[config.mk]
export PLATFORM = sky130hd
export DESIGN_NAME = operand_feeder_flat
export DESIGN_NICKNAME = d
export VERILOG_FILES = /design/src/rtl/operand_feeder_pkg.sv /design/src/rtl/operand_feeder_if.sv /design/src/rtl/operand_fifo.sv /design/src/rtl/operand_feeder.sv /design/src/flat_wrapper.sv
export SDC_FILE = /design/constraint.sdc
export NUM_CORES = 1
export LEC_CHECK = 0
export CORE_MARGIN = 2
export CORE_UTILIZATION = 58
export DETAILED_ROUTE_END_ITERATION = 6
export GPL_TIMING_DRIVEN = 0
export PLACE_DENSITY = 0.79
export SYNTH_ARGS = -nofsm -noshare
export SYNTH_HDL_FRONTEND = slang
export SYNTH_HIERARCHICAL = 1
export SYNTH_SLANG_ARGS = --single-unit
[constraint.sdc]
create_clock -name clk -period 4.1 [get_ports clk]
set_input_delay 1.025 -clock clk [delete_from_list [all_inputs] [get_ports clk]]
set_output_delay 1.025 -clock clk [all_outputs]
set_load 0.03 [all_outputs]
[src/rtl/operand_feeder_pkg.sv]
// Shared widths, FIFO geometry and FSM encoding for the operand feeder.
// Pure declarations; no latency or backpressure of its own.
package operand_feeder_pkg;

  localparam int FIFO_DEPTH = 8;
  localparam int DATA_W     = 8;
  localparam int INSTR_W    = 3;
  localparam int CNT_W      = 4;
  localparam int PAIR_W     = 2 * DATA_W;
  localparam int PTR_W      = $clog2(FIFO_DEPTH);
  localparam int FILL_W     = $clog2(FIFO_DEPTH + 1);

  typedef enum logic [2:0] {
    IDLE     = 3'd0,
    START    = 3'd1,
    ONE_LEFT = 3'd2,
    STREAM   = 3'd3,
    WAIT_FIN = 3'd4
  } state_t;

  function automatic logic count_ok(input logic [CNT_W-1:0] c);
    return (c >= CNT_W'(1)) && (c <= CNT_W'(FIFO_DEPTH));
  endfunction

endpackage

[src/rtl/operand_feeder_if.sv]
// Push, command and downstream operand bundle of the operand feeder.
// master drives pushes, commands and finish; slave is the feeder itself.
interface operand_feeder_if;
  import operand_feeder_pkg::*;

  logic                push;
  logic [DATA_W-1:0]   push_a;
  logic [DATA_W-1:0]   push_b;
  logic                full;
  logic                overflow;
  logic                cmd_go;
  logic [CNT_W-1:0]    cmd_count;
  logic [INSTR_W-1:0]  cmd_instr;
  logic                busy;
  logic                start;
  logic                valid;
  logic                one_left;
  logic [DATA_W-1:0]   Data_A;
  logic [DATA_W-1:0]   Data_B;
  logic [INSTR_W-1:0]  instruction;
  logic                finish;

  modport master (
    output push, push_a, push_b, cmd_go, cmd_count, cmd_instr, finish,
    input  full, overflow, busy, start, valid, one_left, Data_A, Data_B, instruction
  );

  modport slave (
    input  push, push_a, push_b, cmd_go, cmd_count, cmd_instr, finish,
    output full, overflow, busy, start, valid, one_left, Data_A, Data_B, instruction
  );

endinterface

[src/rtl/operand_fifo.sv]
// 8x16 operand-pair FIFO with registered full/empty; a write is visible one cycle later.
// Writes while full are dropped even with a same-cycle read; head_nxt previews next cycle's head.
module operand_fifo
  import operand_feeder_pkg::*;
(
  input  logic              clk,
  input  logic              rst_n,
  input  logic              wr,
  input  logic [PAIR_W-1:0] wdata,
  input  logic              rd,
  output logic              full,
  output logic              empty,
  output logic              avail_nxt,
  output logic [PAIR_W-1:0] head_nxt
);

  logic [PAIR_W-1:0] mem [FIFO_DEPTH];
  logic [PTR_W-1:0]  wr_ptr, rd_ptr, rd_ptr_nxt;
  logic [FILL_W-1:0] fill, fill_nxt;
  logic              wr_en, rd_en;

  assign wr_en      = wr && !full;
  assign rd_en      = rd && !empty;
  assign rd_ptr_nxt = rd_ptr + PTR_W'(rd_en);
  assign fill_nxt   = fill + FILL_W'(wr_en) - FILL_W'(rd_en);
  assign avail_nxt  = (fill_nxt != '0);

  // When the FIFO drains to empty this cycle, the incoming write lands at the new head slot.
  assign head_nxt = (wr_en && ((fill - FILL_W'(rd_en)) == '0)) ? wdata : mem[rd_ptr_nxt];

  always_ff @(posedge clk or negedge rst_n) begin
    if (!rst_n) begin
      wr_ptr <= '0;
      rd_ptr <= '0;
      fill   <= '0;
      full   <= 1'b0;
      empty  <= 1'b1;
    end else begin
      wr_ptr <= wr_ptr + PTR_W'(wr_en);
      rd_ptr <= rd_ptr_nxt;
      fill   <= fill_nxt;
      full   <= (fill_nxt == FILL_W'(FIFO_DEPTH));
      empty  <= (fill_nxt == '0);
    end
  end

  always_ff @(posedge clk) begin
    if (wr_en) mem[wr_ptr] <= wdata;
  end

endmodule

[src/rtl/operand_feeder.sv]
// Streams buffered operand pairs to a max-finder under a start/one_left/valid protocol; all outputs registered.
// A beat is issued whenever the FIFO is non-empty during STREAM; an empty FIFO stalls with valid low.
module operand_feeder
  import operand_feeder_pkg::*;
(
  input  logic           clk,
  input  logic           rst_n,
  operand_feeder_if.slave bus
);

  state_t              state, state_nxt;
  logic [CNT_W-1:0]    run_cnt, run_cnt_nxt;
  logic [CNT_W-1:0]    issued, issued_nxt;
  logic                accept, beat, last_beat;
  logic                start_d, busy_d, valid_d, one_left_d;
  logic                start_q, busy_q, valid_q, one_left_q, overflow_q;
  logic [DATA_W-1:0]   data_a_q, data_b_q;
  logic [INSTR_W-1:0]  instr_q;
  logic                fifo_full, fifo_empty, fifo_avail_nxt;
  logic [PAIR_W-1:0]   fifo_head_nxt;

  operand_fifo u_fifo (
    .clk       (clk),
    .rst_n     (rst_n),
    .wr        (bus.push),
    .wdata     ({bus.push_a, bus.push_b}),
    .rd        (beat),
    .full      (fifo_full),
    .empty     (fifo_empty),
    .avail_nxt (fifo_avail_nxt),
    .head_nxt  (fifo_head_nxt)
  );

  assign accept    = (state == IDLE) && bus.cmd_go && count_ok(bus.cmd_count);
  // The visible valid beat is the pop: outputs are pre-computed one cycle ahead.
  assign beat      = valid_q && !fifo_empty;
  assign last_beat = beat && ((issued + CNT_W'(1)) == run_cnt);

  always_ff @(posedge clk or negedge rst_n) begin
    if (!rst_n) state <= IDLE;
    else        state <= state_nxt;
  end

  always_comb begin
    state_nxt = state;
    unique case (state)
      IDLE:     if (accept) state_nxt = START;
      START:    state_nxt = (run_cnt == CNT_W'(1)) ? ONE_LEFT : STREAM;
      ONE_LEFT: state_nxt = STREAM;
      STREAM:   if (last_beat) state_nxt = WAIT_FIN;
      WAIT_FIN: if (bus.finish) state_nxt = IDLE;
      default:  state_nxt = IDLE;
    endcase
  end

  always_comb begin
    run_cnt_nxt = accept ? bus.cmd_count : run_cnt;
    issued_nxt  = accept ? '0 : issued + CNT_W'(beat);
    start_d     = (state_nxt == START);
    busy_d      = (state_nxt != IDLE);
    valid_d     = (state_nxt == STREAM) && fifo_avail_nxt;
    // Beat number issued_nxt+1 is the (count-1)-th pair.
    one_left_d  = (state_nxt == ONE_LEFT) ||
                  (valid_d && (run_cnt_nxt >= CNT_W'(2)) &&
                   ((issued_nxt + CNT_W'(2)) == run_cnt_nxt));
  end

  always_ff @(posedge clk or negedge rst_n) begin
    if (!rst_n) begin
      run_cnt    <= '0;
      issued     <= '0;
      start_q    <= 1'b0;
      busy_q     <= 1'b0;
      valid_q    <= 1'b0;
      one_left_q <= 1'b0;
      overflow_q <= 1'b0;
      data_a_q   <= '0;
      data_b_q   <= '0;
      instr_q    <= '0;
    end else begin
      run_cnt    <= run_cnt_nxt;
      issued     <= issued_nxt;
      start_q    <= start_d;
      busy_q     <= busy_d;
      valid_q    <= valid_d;
      one_left_q <= one_left_d;
      overflow_q <= bus.push && fifo_full;
      if (valid_d) {data_a_q, data_b_q} <= fifo_head_nxt;
      if (accept)  instr_q <= bus.cmd_instr;
    end
  end

  assign bus.start       = start_q;
  assign bus.busy        = busy_q;
  assign bus.valid       = valid_q;
  assign bus.one_left    = one_left_q;
  assign bus.overflow    = overflow_q;
  assign bus.full        = fifo_full;
  assign bus.Data_A      = data_a_q;
  assign bus.Data_B      = data_b_q;
  assign bus.instruction = instr_q;

endmodule
[src/flat_wrapper.sv]
// flat-port wrapper written by rule: the top's interface ports become plain ports
module operand_feeder_flat import operand_feeder_pkg::*;
  (clk, rst_n, bus_push, bus_push_a, bus_push_b, bus_cmd_go, bus_cmd_count, bus_cmd_instr, bus_finish, bus_full, bus_overflow, bus_busy, bus_start, bus_valid, bus_one_left, bus_Data_A, bus_Data_B, bus_instruction);
  operand_feeder_if bus_i ();
  input  logic clk;
  input  logic rst_n;
  input wire logic [$bits(bus_i.push)-1:0] bus_push;
  input wire logic [$bits(bus_i.push_a)-1:0] bus_push_a;
  input wire logic [$bits(bus_i.push_b)-1:0] bus_push_b;
  input wire logic [$bits(bus_i.cmd_go)-1:0] bus_cmd_go;
  input wire logic [$bits(bus_i.cmd_count)-1:0] bus_cmd_count;
  input wire logic [$bits(bus_i.cmd_instr)-1:0] bus_cmd_instr;
  input wire logic [$bits(bus_i.finish)-1:0] bus_finish;
  output wire logic [$bits(bus_i.full)-1:0] bus_full;
  output wire logic [$bits(bus_i.overflow)-1:0] bus_overflow;
  output wire logic [$bits(bus_i.busy)-1:0] bus_busy;
  output wire logic [$bits(bus_i.start)-1:0] bus_start;
  output wire logic [$bits(bus_i.valid)-1:0] bus_valid;
  output wire logic [$bits(bus_i.one_left)-1:0] bus_one_left;
  output wire logic [$bits(bus_i.Data_A)-1:0] bus_Data_A;
  output wire logic [$bits(bus_i.Data_B)-1:0] bus_Data_B;
  output wire logic [$bits(bus_i.instruction)-1:0] bus_instruction;
  assign bus_i.push = bus_push;
  assign bus_i.push_a = bus_push_a;
  assign bus_i.push_b = bus_push_b;
  assign bus_i.cmd_go = bus_cmd_go;
  assign bus_i.cmd_count = bus_cmd_count;
  assign bus_i.cmd_instr = bus_cmd_instr;
  assign bus_i.finish = bus_finish;
  assign bus_full = bus_i.full;
  assign bus_overflow = bus_i.overflow;
  assign bus_busy = bus_i.busy;
  assign bus_start = bus_i.start;
  assign bus_valid = bus_i.valid;
  assign bus_one_left = bus_i.one_left;
  assign bus_Data_A = bus_i.Data_A;
  assign bus_Data_B = bus_i.Data_B;
  assign bus_instruction = bus_i.instruction;
  operand_feeder u_core (.clk(clk), .rst_n(rst_n), .bus(bus_i));
endmodule
==> results.cfg, run 1 <==
[placement]
port_buffers = 52
gp_congestion = 0.775
hpwl_um = 9490

[timing]
finalSetupViolations = 0
fmax_ghz = 0.255
finalCritPeriodShare_pct = 95.6
rsz0062_at_grt = false
hold_viol_final = 0
worst_pin_slew_ns = 0.956
fin_tns_setup_ns = 0
fin_crit_ns = 3.92
fin_skew_ns = 0.00610
slew_violations = 0
slew_headroom_pct = 35.9

[power]
vdd_ir_drop_max_mv = 0.486
finalPower_mw = 8.32
p_leak_nw = 3.34
p_per_area_mw_per_mm2 = 935

[clock_network]
cts_buffers = 17
clock-sinks = 175
clkLatencyLatePin_ns = 0.42
cts_tree = yes
cts-resized-gates = 0
holdBufCountCts = 0
cts-root-buf = clkbuf_16
ctsHtreeMaxLevel = 4
clock_path_buffers = 2
path_clk_slew_ns = 0.07
post_cts_buffers = 0

[route]
drt_iter0_drc = 252
wirelength_um = 14300
ant_nets = 0
firstDrtPassIters = 7
viasPerCell = 5.73
num_vias = 3934
drt-wirelength-per-cell_um = 20.8
drc_errors = 0

[yosys]
synth_seq_cells = 175
ys.flop_type = edfxtp_1
yosysTopAreaCell = edfxtp_1
ys_types = 54
synth-edff-count = 128
ys_seq_area_share_pct = 67.7
async_flop_share_pct = 26.9
synthCells = 421
postSynthAreaPerCell_sq_um = 17.6
synth_area_leaders = edfxtp_1 52%, dfrtp_1 16%, mux4_2 9.1%
synth_fp_nets = 462
yosysWarnings = 6
netlist.area_leader.share_pct = 51.8
synthesis.area_sq_mm = 0.00741

[setup_path]
crit_chain = clkdlybuf4s50_1, nand2b_1, buf_2, xnor2_2, ha_1, inv_1, fa_1, inv_1, or3_1, or2_2, nor3b_2, buf_6, buf_12, mux2_4
endpoint_kind = flip-flop
arrival_ns = 4.23
crit_path_max_incr_delay_ns = 0.48
r2r_start = u_core/bus.valid
crit_path_max_fanout = 10
critPathTopFamily = buffers and inverters
reg2reg_depth = 13
worst_path_most_repeated_cell = inv_1
slowest_stage = fa_1
path_buf_inv = 6
worstSetupPathType = primary input to flip-flop
r2r_slack_ns = 0.68
r2r_end = u_core/bus.Data_A[3]
crit_path_start_kind = primary input
worstPathRequired_ns = 4.41

[flow_run]
max_cap_violations = 0

[cells_and_area]
area.growth.synth_to_final_pct = 20.1
final_cell_mix = 128 x edfxtp_1, 56 x nand2_1, 51 x clkdlybuf4s50_1
diodes = 0
nets = 543
layout.cells.most_common = edfxtp_1
drive_gt1_share_pct = 27.6

[hold_path]
min_path_type = primary input to asynchronous set/reset pin

[grt]
grt_start_max_net_pins = 40
grt_pass1_vias = 4178
antenna_found_initial = 0
grt.total_usage_pct = 23.0
overflow = 0
grt_pass1_wl_um = 22500

[die]
rows = 41
fp.dieArea_sq_mm = 0.0137
die_y_um = 117
die_w_um = 117
core_area_sq_mm = 0.0126
initial_core_util_pct = 59.0
ios = 53

[status]
run_status = finished clean
cells in the mapped netlist, types with 2 or more instances:
library cell,count
buf_4,3
or3_1,2
inv_1,9
edfxtp_1,128
nand2_1,56
buf_12,3
buf_2,3
mux2_2,19
nor3_2,2
and2_1,2
nand2b_1,4
clkbuf_1,2
mux2_4,19
nor2b_1,4
ha_1,12
xor2_1,6
o21bai_1,2
nor3_1,7
a32oi_1,2
o21ai_0,4
mux4_1,2
nor2_1,11
buf_6,2
nand3_1,3
mux4_2,30
dfrtp_1,46
xnor2_1,11
how the worst max path moves through the flow:
| stage | start | cells after the start | to | slack [ns] |
|---|---|---|---|---|
| 6_report | bus_push | 14 | u_core/bus.Data_A[3] | 0.18 |
| 3_5_place_dp | bus_push | 14 | u_core/bus.Data_B[7] | -0.26 |
| 4_1_cts | bus_push | 14 | u_core/bus.Data_A[3] | 0.18 |
| 3_3_place_gp | bus_push | 4 | u_core/u_fifo/mem[0][5] | -1.13 |
| 2_1_floorplan | bus_push | 13 | u_core/bus.Data_A[1] | 0.53 |
| 5_1_grt | bus_push | 14 | u_core/bus.Data_A[6] | 0.03 |
per-layer routing:
layer	vias to the layer above	global-route usage [%]	share of wire (%)
li1	1766	-	-
met1	2028	29.1	40
met2	117	39.5	53
met3	23	4.79	4.9
met4	0	8.71	1.8
met5	-	0	0
power breakdown:
part | total [mW] | internal [mW] | switching, mW
Clock | 1.61 | 0.924 | 0.682
Sequential | 2.56 | 2.34 | 0.220
Combinational | 4.15 | 2.19 | 1.96
flip-flops by register name, indices dropped and copies added (netlist names), 3 cells and up:
register                count
u_core/u_fifo/mem         128
u_core/bus.Data_A           8
u_core/bus.Data_B           8
u_core/issued               4
u_core/run_cnt              4
u_core/u_fifo/fill          4
u_core/bus.instruction      3
u_core/state                3
u_core/u_fifo/rd_ptr        3
u_core/u_fifo/wr_ptr        3
metrics by stage:
step / worst slack, ns / utilization [%] / cell area, sq um / std cells / hold slack (ns)
global placement: -1.13 / 64.8 / 8150 / 645 / 0.478
finish: 0.182 / 70.8 / 8900 / 687 / 0.502
CTS: 0.180 / 70.8 / 8890 / 687 / 0.492
global route: 0.0314 / 70.8 / 8900 / 687 / 0.508
detailed placement: -0.263 / 66.1 / 8300 / 655 / 0.494
floorplan: 0.530 / - / 7410 / 421 / 0.497
kinds of logic (layout without fill, tap and decap cells):
kind of cell,after synthesis,in the layout,synth area share [%]
AOI/OAI and AO/OA,18,18,1.81
xor gates and xnor gates,19,19,2.45
adders and majority gates,13,13,2.30
buffers and inverters,25,119,2.48
DFF,175,175,67.7
muxes,70,70,16.6
and+or+nand+nor,101,101,6.68
cell type report:
class	count	area, sq um
Timing Repair Buffer	62	641
Clock buffer	18	439
Multi-Input combinational cell	221	2250
Sequential cell	175	5020
Inverter	10	37.5
Fill cell	799	3670
Clock inverter	14	151
Buffer	15	146
Tap cell	172	215
Power figures use the tool's default switching activity.
==> run 2, diff against run 1 <==
CORE_UTILIZATION = 53   (was 58)
CTS_CLUSTER_DIAMETER = 120   (was not set)
CTS_CLUSTER_SIZE = 25   (was not set)
PLACE_DENSITY = 0.76   (was 0.79)
clock period = 3.4 ns   (was 4.1 ns; I/O delays follow)
==> results.cfg, run 2 (synthesized netlist as in run 1, its figures left out) <==
[status]
run_status = finished clean

[die]
die_y_um = 122
ios = 53
core_area_sq_mm = 0.0138
die_w_um = 122
fp.dieArea_sq_mm = 0.0150
rows = 43
initial_core_util_pct = 53.8

[setup_path]
endpoint_kind = flip-flop
r2r_start = u_core/u_fifo/empty
r2r_end = u_core/bus.Data_A[5]
cp-endpoint = u_core/bus.Data_A[5]
arrival_ns = 3.61
worstSetupPathType = flip-flop to flip-flop
startpoint = u_core/u_fifo/empty
worstPathRequired_ns = 3.71
crit_path_start_kind = flip-flop
reg2reg_depth = 13
r2r_slack_ns = 0.1
crit_path_max_fanout = 5

[grt]
grt_pass1_wl_um = 22400
grt.total_usage_pct = 21.0
grt_pass1_vias = 4200
antenna_found_initial = 0
overflow = 0
grt_start_max_net_pins = 39

[power]
p_leak_nw = 3.38
seq_power_share_pct = 30.2
vdd_ir_drop_max_mv = 0.615
power.internal_mw = 6.74
p_per_area_mw_per_mm2 = 1130
comb_power_share_pct = 52.5
power_frac_clock_pct = 17.3
p_switching_mw = 3.47
swShare_pct = 34.0

[route]
ant_nets = 0
wirelength_um = 14400
viasPerCell = 5.65
drt_iter0_drc = 230
firstDrtPassIters = 4
drc_errors = 0
num_vias = 3963
drt-wirelength-per-cell_um = 20.4

[cells_and_area]
diodes = 0
final_area_sq_mm = 0.00901
area.growth.synth_to_final_pct = 21.6
nFillCells = 932
largest_reg_flops = 128
layout.cells.most_common = edfxtp_1
multi_input_area_sq_mm = 0.00229
seqCellArea_sq_mm = 0.00502
drive_gt1_share_pct = 28.9
nets = 550
top_register = u_core/u_fifo/mem
final_cell_mix = 128 x edfxtp_1, 56 x nand2_1, 50 x clkdlybuf4s50_1

[timing]
fin_skew_ns = 0.00921
worst_pin_slew_ns = 0.860
rsz0062_at_grt = false
slew_headroom_pct = 42.3
fin_crit_ns = 3.30
fmax_ghz = 0.303
hold_viol_final = 0
slew_violations = 0
finalSetupViolations = 0
layout_setup_ws_ns = 0.0988
fin_tns_setup_ns = 0
finalCritPeriodShare_pct = 97.1
whs_ns = 0.297

[placement]
gp_congestion = 0.783
placed_area_sq_mm = 0.00834
pre_cts_ws_ns = -0.750
port_buffers = 52
hpwl_um = 9480

[clock_network]
cts_buffers = 17
clkLatencyLatePin_ns = 0.43
ctsHtreeMaxLevel = 4
cts-root-buf = clkbuf_16
clock_path_buffers = 2
path_clk_slew_ns = 0.06
holdBufCountCts = 0
cts_tree = yes
clock-sinks = 175

[hold_path]
min_path_type = primary input to asynchronous set/reset pin

[flow_run]
max_cap_violations = 0
-- run 2: changes by cell type in the layout (fill, tap and decap cells not counted), moves of 2 or more --
cell / change
clkbuf_8: +2
buf_6: -2
clkbuf_1: +4
buf_8: +3
buf_12: +2
bufinv_16: -2
buf_4: +4
inv_6: -6
clkinvlp_4: +2
-- run 2: what timing repair did --
item	CTS	global route
gates resized for setup	8	5
pin swaps	2	3
gates cloned	1	0
endpoints found under the setup margin	18	17
setup buffers	3	3
-- run 2: cell type report --
class / instances / area share [%]
inverters: 10 / 0.416
flip-flops and latches: 175 / 55.7
multi-input cells: 221 / 25.4
well taps: 180 / 2.50
clock buffers: 24 / 5.34
plain buffers: 14 / 1.57
repair buffers: 70 / 8.47
clock inverters: 8 / 0.652
-- run 2: critical path, stage by stage (launching register included) --
cell and delay (ns):
dfstp_2 0.52, nor2b_1 0.06, and2b_2 0.28, xnor2_4 0.18
ha_2 0.20, inv_1 0.05, fa_2 0.51, inv_1 0.06
or3_4 0.37, or2_4 0.24, nor3b_4 0.15, buf_12 0.13
buf_12 0.13, mux2_4 0.29
-- run 2: layer usage --
metal | track usage [%] | part of all wire (%) | vias up
met1 | 27.1 | 42 | 2055
met4 | 7.33 | 1.4 | 0
met3 | 5.90 | 4.8 | 14
met5 | 0 | 0 | -
li1 | - | - | 1778
met2 | 34.4 | 51 | 116
-- run 2: worst min-delay path by stage --
stage                                  startpoint                 endpoint  depth (start not counted)
after floorplan           u_core/u_fifo/rd_ptr[0]  u_core/u_fifo/rd_ptr[0]                          1
after global placement         u_core/u_fifo/full      u_core/bus.overflow                          1
after detailed placement       u_core/u_fifo/full      u_core/bus.overflow                          1
after CTS                                   rst_n     u_core/bus.Data_B[7]                          1
after global routing                        rst_n     u_core/bus.Data_B[7]                          1
final                                       rst_n     u_core/bus.Data_B[7]                          1
-- run 2: per-stage QoR --
| step | utilization [%] | total power [mW] | instances |
|---|---|---|---|
| 3_5_place_dp | 60.5 | 8.14 | 664 |
| 5_1_grt | 65.5 | 10.8 | 702 |
| 3_3_place_gp | 59.2 | 7.89 | 653 |
| 2_1_floorplan | - | 6.86 | 421 |
| 4_1_cts | 65.0 | 10.2 | 699 |
| 6_report | 65.5 | 10.2 | 702 |
-- run 2: power groups by stage --
stage | combinational [mW] | clock [mW] | sequential (mW)
floorplan | 3.55 | 0 | 3.31
global placement | 4.80 | 0 | 3.10
detailed placement | 5.02 | 0 | 3.12
CTS | 5.28 | 1.80 | 3.08
global route | 5.77 | 1.90 | 3.13
finish | 5.36 | 1.77 | 3.08
==> run 3, diff against run 2 <==
GPL_TIMING_DRIVEN = not set   (was 0)
==> results.cfg, run 3 (synthesized netlist as in run 1, its figures left out) <==
[status]
run_status = finished clean

[setup_path]
arrival_ns = 3.46
r2r_end = u_core/bus.Data_A[7]
crit_path_max_fanout = 8
r2r_start = u_core/u_fifo/empty
crit_path_start_kind = flip-flop
r2r_slack_ns = 0.25
endpoint_kind = flip-flop
reg2reg_depth = 12
worstPathRequired_ns = 3.71
worstSetupPathType = flip-flop to flip-flop

[clock_network]
clkLatencyLatePin_ns = 0.43
ctsHtreeMaxLevel = 4
path_clk_slew_ns = 0.07
clock_path_buffers = 2
clock-sinks = 175
cts_buffers = 17
cts-root-buf = clkbuf_16
cts_tree = yes
holdBufCountCts = 0

[timing]
fin_tns_setup_ns = 0
rsz0062_at_grt = false
slew_violations = 0
worst_pin_slew_ns = 0.535
slew_headroom_pct = 64.3
hold_viol_final = 0
finalCritPeriodShare_pct = 92.7
layout_setup_ws_ns = 0.250
fin_crit_ns = 3.15
finalSetupViolations = 0
fmax_ghz = 0.317
whs_ns = 0.397
fin_skew_ns = 0.0101

[route]
viasPerCell = 5.62
drt-wirelength-per-cell_um = 20.8
num_vias = 3959
drt_iter0_drc = 274
drc_errors = 0
firstDrtPassIters = 4
ant_nets = 0
wirelength_um = 14600

[die]
ios = 53
initial_core_util_pct = 53.8
fp.dieArea_sq_mm = 0.0150
die_y_um = 122
die_w_um = 122
core_area_sq_mm = 0.0138
rows = 43

[cells_and_area]
multi_input_area_sq_mm = 0.00225
seqCellArea_sq_mm = 0.00502
nets = 553
drive_gt1_share_pct = 29.1
utilization_pct = 65.2
diodes = 0
area.growth.synth_to_final_pct = 21.2
layout.cells.most_common = edfxtp_1
nFillCells = 967
top_register = u_core/u_fifo/mem
final_cell_mix = 128 x edfxtp_1, 56 x nand2_1, 50 x clkdlybuf4s50_1
largest_reg_flops = 128

[placement]
port_buffers = 52
gp_congestion = 0.814
hpwl_um = 9070
pre_cts_ws_ns = -0.913

[power]
swShare_pct = 34.1
power.internal_mw = 6.64
comb_power_share_pct = 50.0
power_frac_clock_pct = 19.1
p_per_area_mw_per_mm2 = 1120
vdd_ir_drop_max_mv = 0.695
p_leak_nw = 3.38
seq_power_share_pct = 30.9
p_switching_mw = 3.44

[hold_path]
min_path_type = primary input to asynchronous set/reset pin

[grt]
overflow = 0
grt_start_max_net_pins = 34
grt.total_usage_pct = 21.3
grt_pass1_vias = 4253
antenna_found_initial = 0
grt_pass1_wl_um = 23000

[flow_run]
max_cap_violations = 0
-- run 3: layout make-up --
class / count / area share, %
sequential: 175 / 55.9
multi-input combinational: 221 / 25.1
timing repair buffer: 87 / 9.51
clock buffer: 19 / 4.82
tap: 180 / 2.51
clock inverter: 13 / 1.78
inverter: 10 / 0.418
-- run 3: routing by layer --
| metal | routed length [um] | GRT usage (%) | vias to the layer above |
|---|---|---|---|
| met4 | 239 | 7.33 | 0 |
| met3 | 907 | 5.95 | 22 |
| met2 | 7610 | 35.0 | 124 |
| li1 | - | - | 1789 |
| met5 | 0 | 0 | - |
| met1 | 5880 | 27.6 | 2024 |
-- run 3: critical path, cell delays in order, from the launching register on --
cell and delay [ns]:
dfstp_2 0.53, nor2b_1 0.07, and2b_1 0.18, xnor2_1 0.17, ha_2 0.21, inv_1 0.05
fa_1 0.47, inv_1 0.06, or3_4 0.38, or2_2 0.28, nor3b_4 0.17, buf_6 0.17
mux2_4 0.29
-- run 3: metrics by stage --
stage | total power, mW | std cells | cell area [sq um]
after global routing | 10.7 | 705 | 8980
after floorplan | 6.86 | 421 | 7410
final | 10.1 | 705 | 8980
after global placement | 7.88 | 669 | 8340
after CTS | 10.1 | 703 | 8950
after detailed placement | 8.06 | 669 | 8340
-- run 3: worst max path at each step --
| stage | slack, ns | from | depth (start not counted) | end |
|---|---|---|---|---|
| 3_3_place_gp | -0.73 | bus_push | 11 | u_core/bus.Data_B[6] |
| 3_5_place_dp | -0.91 | bus_push | 11 | u_core/bus.Data_B[4] |
| 2_1_floorplan | 0.005 | bus_push | 13 | u_core/bus.Data_A[1] |
| 4_1_cts | 0.02 | bus_push | 12 | u_core/bus.Data_A[7] |
| 6_report | 0.25 | u_core/u_fifo/empty | 12 | u_core/bus.Data_A[7] |
| 5_1_grt | 0.14 | u_core/u_fifo/empty | 12 | u_core/bus.Data_A[7] |
-- run 3: repair_timing --
| action | CTS | global route |
|---|---|---|
| resized for setup | 1 | 7 |
| cloned | 0 | 1 |
| buffers inserted | 2 | 1 |
| setup endpoints to repair | 18 | 16 |
| endpoints found under the hold margin | 0 | 0 |
| pin swaps | 1 | 2 |
-- run 3: power groups by stage --
stage	registers [mW]	logic, mW	clock network (mW)
6_report	3.12	5.05	1.92
3_5_place_dp	3.15	4.91	0
5_1_grt	3.16	5.47	2.07
3_3_place_gp	3.13	4.75	0
2_1_floorplan	3.31	3.55	0
4_1_cts	3.12	5.00	1.96
==> variant: new RTL, settings of run 1 <==
The 5 states of `state_t` get a one-hot encoding in 5 bits.
--- a/src/rtl/operand_feeder_pkg.sv
+++ b/src/rtl/operand_feeder_pkg.sv
@@ -10,12 +10,12 @@
   localparam int PTR_W      = $clog2(FIFO_DEPTH);
   localparam int FILL_W     = $clog2(FIFO_DEPTH + 1);
 
-  typedef enum logic [2:0] {
-    IDLE     = 3'd0,
-    START    = 3'd1,
-    ONE_LEFT = 3'd2,
-    STREAM   = 3'd3,
-    WAIT_FIN = 3'd4
+  typedef enum logic [4:0] {
+    IDLE     = 5'b00001,
+    START    = 5'b00010,
+    ONE_LEFT = 5'b00100,
+    STREAM   = 5'b01000,
+    WAIT_FIN = 5'b10000
   } state_t;
 
   function automatic logic count_ok(input logic [CNT_W-1:0] c);
Function: same outputs for any inputs over 4 cycles, from zero or initial values and one cycle with rst_n low; so few cycles prove little.
==> variant against run 1 <==
  * Synthesized area is 1.7% higher
  * Wire length is 6.7% higher
  * Total power is 7.5% lower
  * Clock skew shrank 1.5 ps
  * Final area rose by 1.3%
  * Setup slack gained 49 ps
  * Sequential cell count up 2
  * Largest cell class unchanged
  * Largest power group unchanged
==> variant: results (changes against run 1) <==
* Status: complete, no violations
* Internal Pwr Total at 5.05 mW (-7.6%)
* First-pass GRT wire length at 24100 um (+7.3%)
* Drt first pass iters at 4 (-3)
* Worst Path Arrival at 4180 ps (-50 ps)
* M1 GR Usage at 0.291 (-0.000547)
* Worst min path class: flip-flop to flip-flop
* Largest net degree at the start of global routing at 37 (-7.5%)
* Synth async-reset ratio at 0.277 (+0.00826)
* Gr usage total at 0.235 (+0.00499)
* DRT iter0 DRCs at 314 (+25%)
* Top post-synthesis cells by area: edfxtp_1 (51%), dfrtp_1 (16%), mux4_2 (9.0%), mux2_4 (3.8%), mux2_2 (2.8%)
* GP Congestion at 0.892 (+15%)
* Routed length on met2 at 8070 um (+6.8%)
* List of most frequent post-synthesis cells: edfxtp_1 (128), nand2_1 (56), dfrtp_1 (47)
* Final clock skew at 4.64 ps (-1.46 ps)
* Max reg flops at 128 (unchanged)
* Met3 Routed Length at 833 um (+18%)
* Hold slack at 502 ps (+0.143 ps)
* Slew @ Worst Pin at 1070 ps (+111 ps)
* R2r endpoint: u_core/bus.Data_B[5]
* Total detailed-routing wirelength at 15300 um (+6.7%)
* Post-synthesis compound-gate area fraction at 0.0204 (+0.00235)
* Met2 Usage GRT at 0.415 (+0.0200)
* Vias in the first global route at 4363 (+4.4%)
* Metal1 wirelength at 6050 um (+4.8%)
* Post-Synth Adder-Cell Area at 0.0226 (-0.000392)
* Seq/Total Area, Yosys at 0.673 (-0.00477)
* Max rail drop VDD at 0.409 mV (-16%)
* R2R depth at 12 (-1)
* Reg2reg start: u_core/bus.valid
* Synthesized net count at 480 (+3.9%)
* Post-DP HPWL at 10000 um (+5.6%)
* M3 GR Usage at 0.0480 (+0.0000763)
* Layout cell share with drive strength beyond 1 at 0.268 (-0.00794)
* Num CTS Buffers at 17 (unchanged)
* Xor-xnor portion of the synthesized cell area at 0.0242 (-0.000252)
* Leak at 3.40 nW (+1.8%)
* Net count, final at 562 (+3.5%)
* Placed Area at 8450 sq um (+1.7%)
-- variant: worst max-delay path: stages --
cell and delay [ps]:
clkdlybuf4s50_1 470, nand2b_1 60, buf_2 190, xnor2_1 200, ha_1 190, inv_1 50, fa_1 480, inv_1 50
or3_1 400, or2_2 320, nand4_4 160, buf_6 230, mux2_4 320
-- variant: cell type report --
cell class              instances  area [sq um]
flip-flops and latches        177          5070
repair buffers                 63           656
clock inverters                14           140
fillers                       813          3650
multi-input cells             232          2320
plain buffers                  13           123
well taps                     172           215
clock buffers                  18           429
inverters                      17          63.8
-- variant: power groups by stage --
stage | clock [mW] | combinational (mW) | sequential, mW
final | 1.56 | 3.57 | 2.57
after global placement | 0 | 3.39 | 2.57
after detailed placement | 0 | 3.56 | 2.60
after CTS | 1.57 | 3.60 | 2.57
after global routing | 1.65 | 3.81 | 2.61
after floorplan | 0 | 2.41 | 2.77
-- variant: through the flow --
step	instances	utilization	worst slack (ps)	power [mW]
after CTS	706	0.712	238	7.74
final	706	0.712	231	7.70
after floorplan	439	-	600	5.17
after detailed placement	674	0.667	-192	6.15
after global routing	706	0.712	126	8.07
after global placement	663	0.653	-1170	5.96
-- variant: worst max-delay path by stage --
stage                     startpoint  slack, ps                      end  cells after the start
after floorplan             bus_push        600     u_core/bus.Data_A[7]                     12
after global placement      bus_push      -1170  u_core/u_fifo/mem[0][7]                      4
after detailed placement    bus_push       -190     u_core/bus.Data_B[2]                     13
after CTS                   bus_push        240     u_core/bus.Data_B[2]                     13
after global routing        bus_push        130     u_core/bus.Data_B[2]                     13
final                       bus_push        230     u_core/bus.Data_B[5]                     13
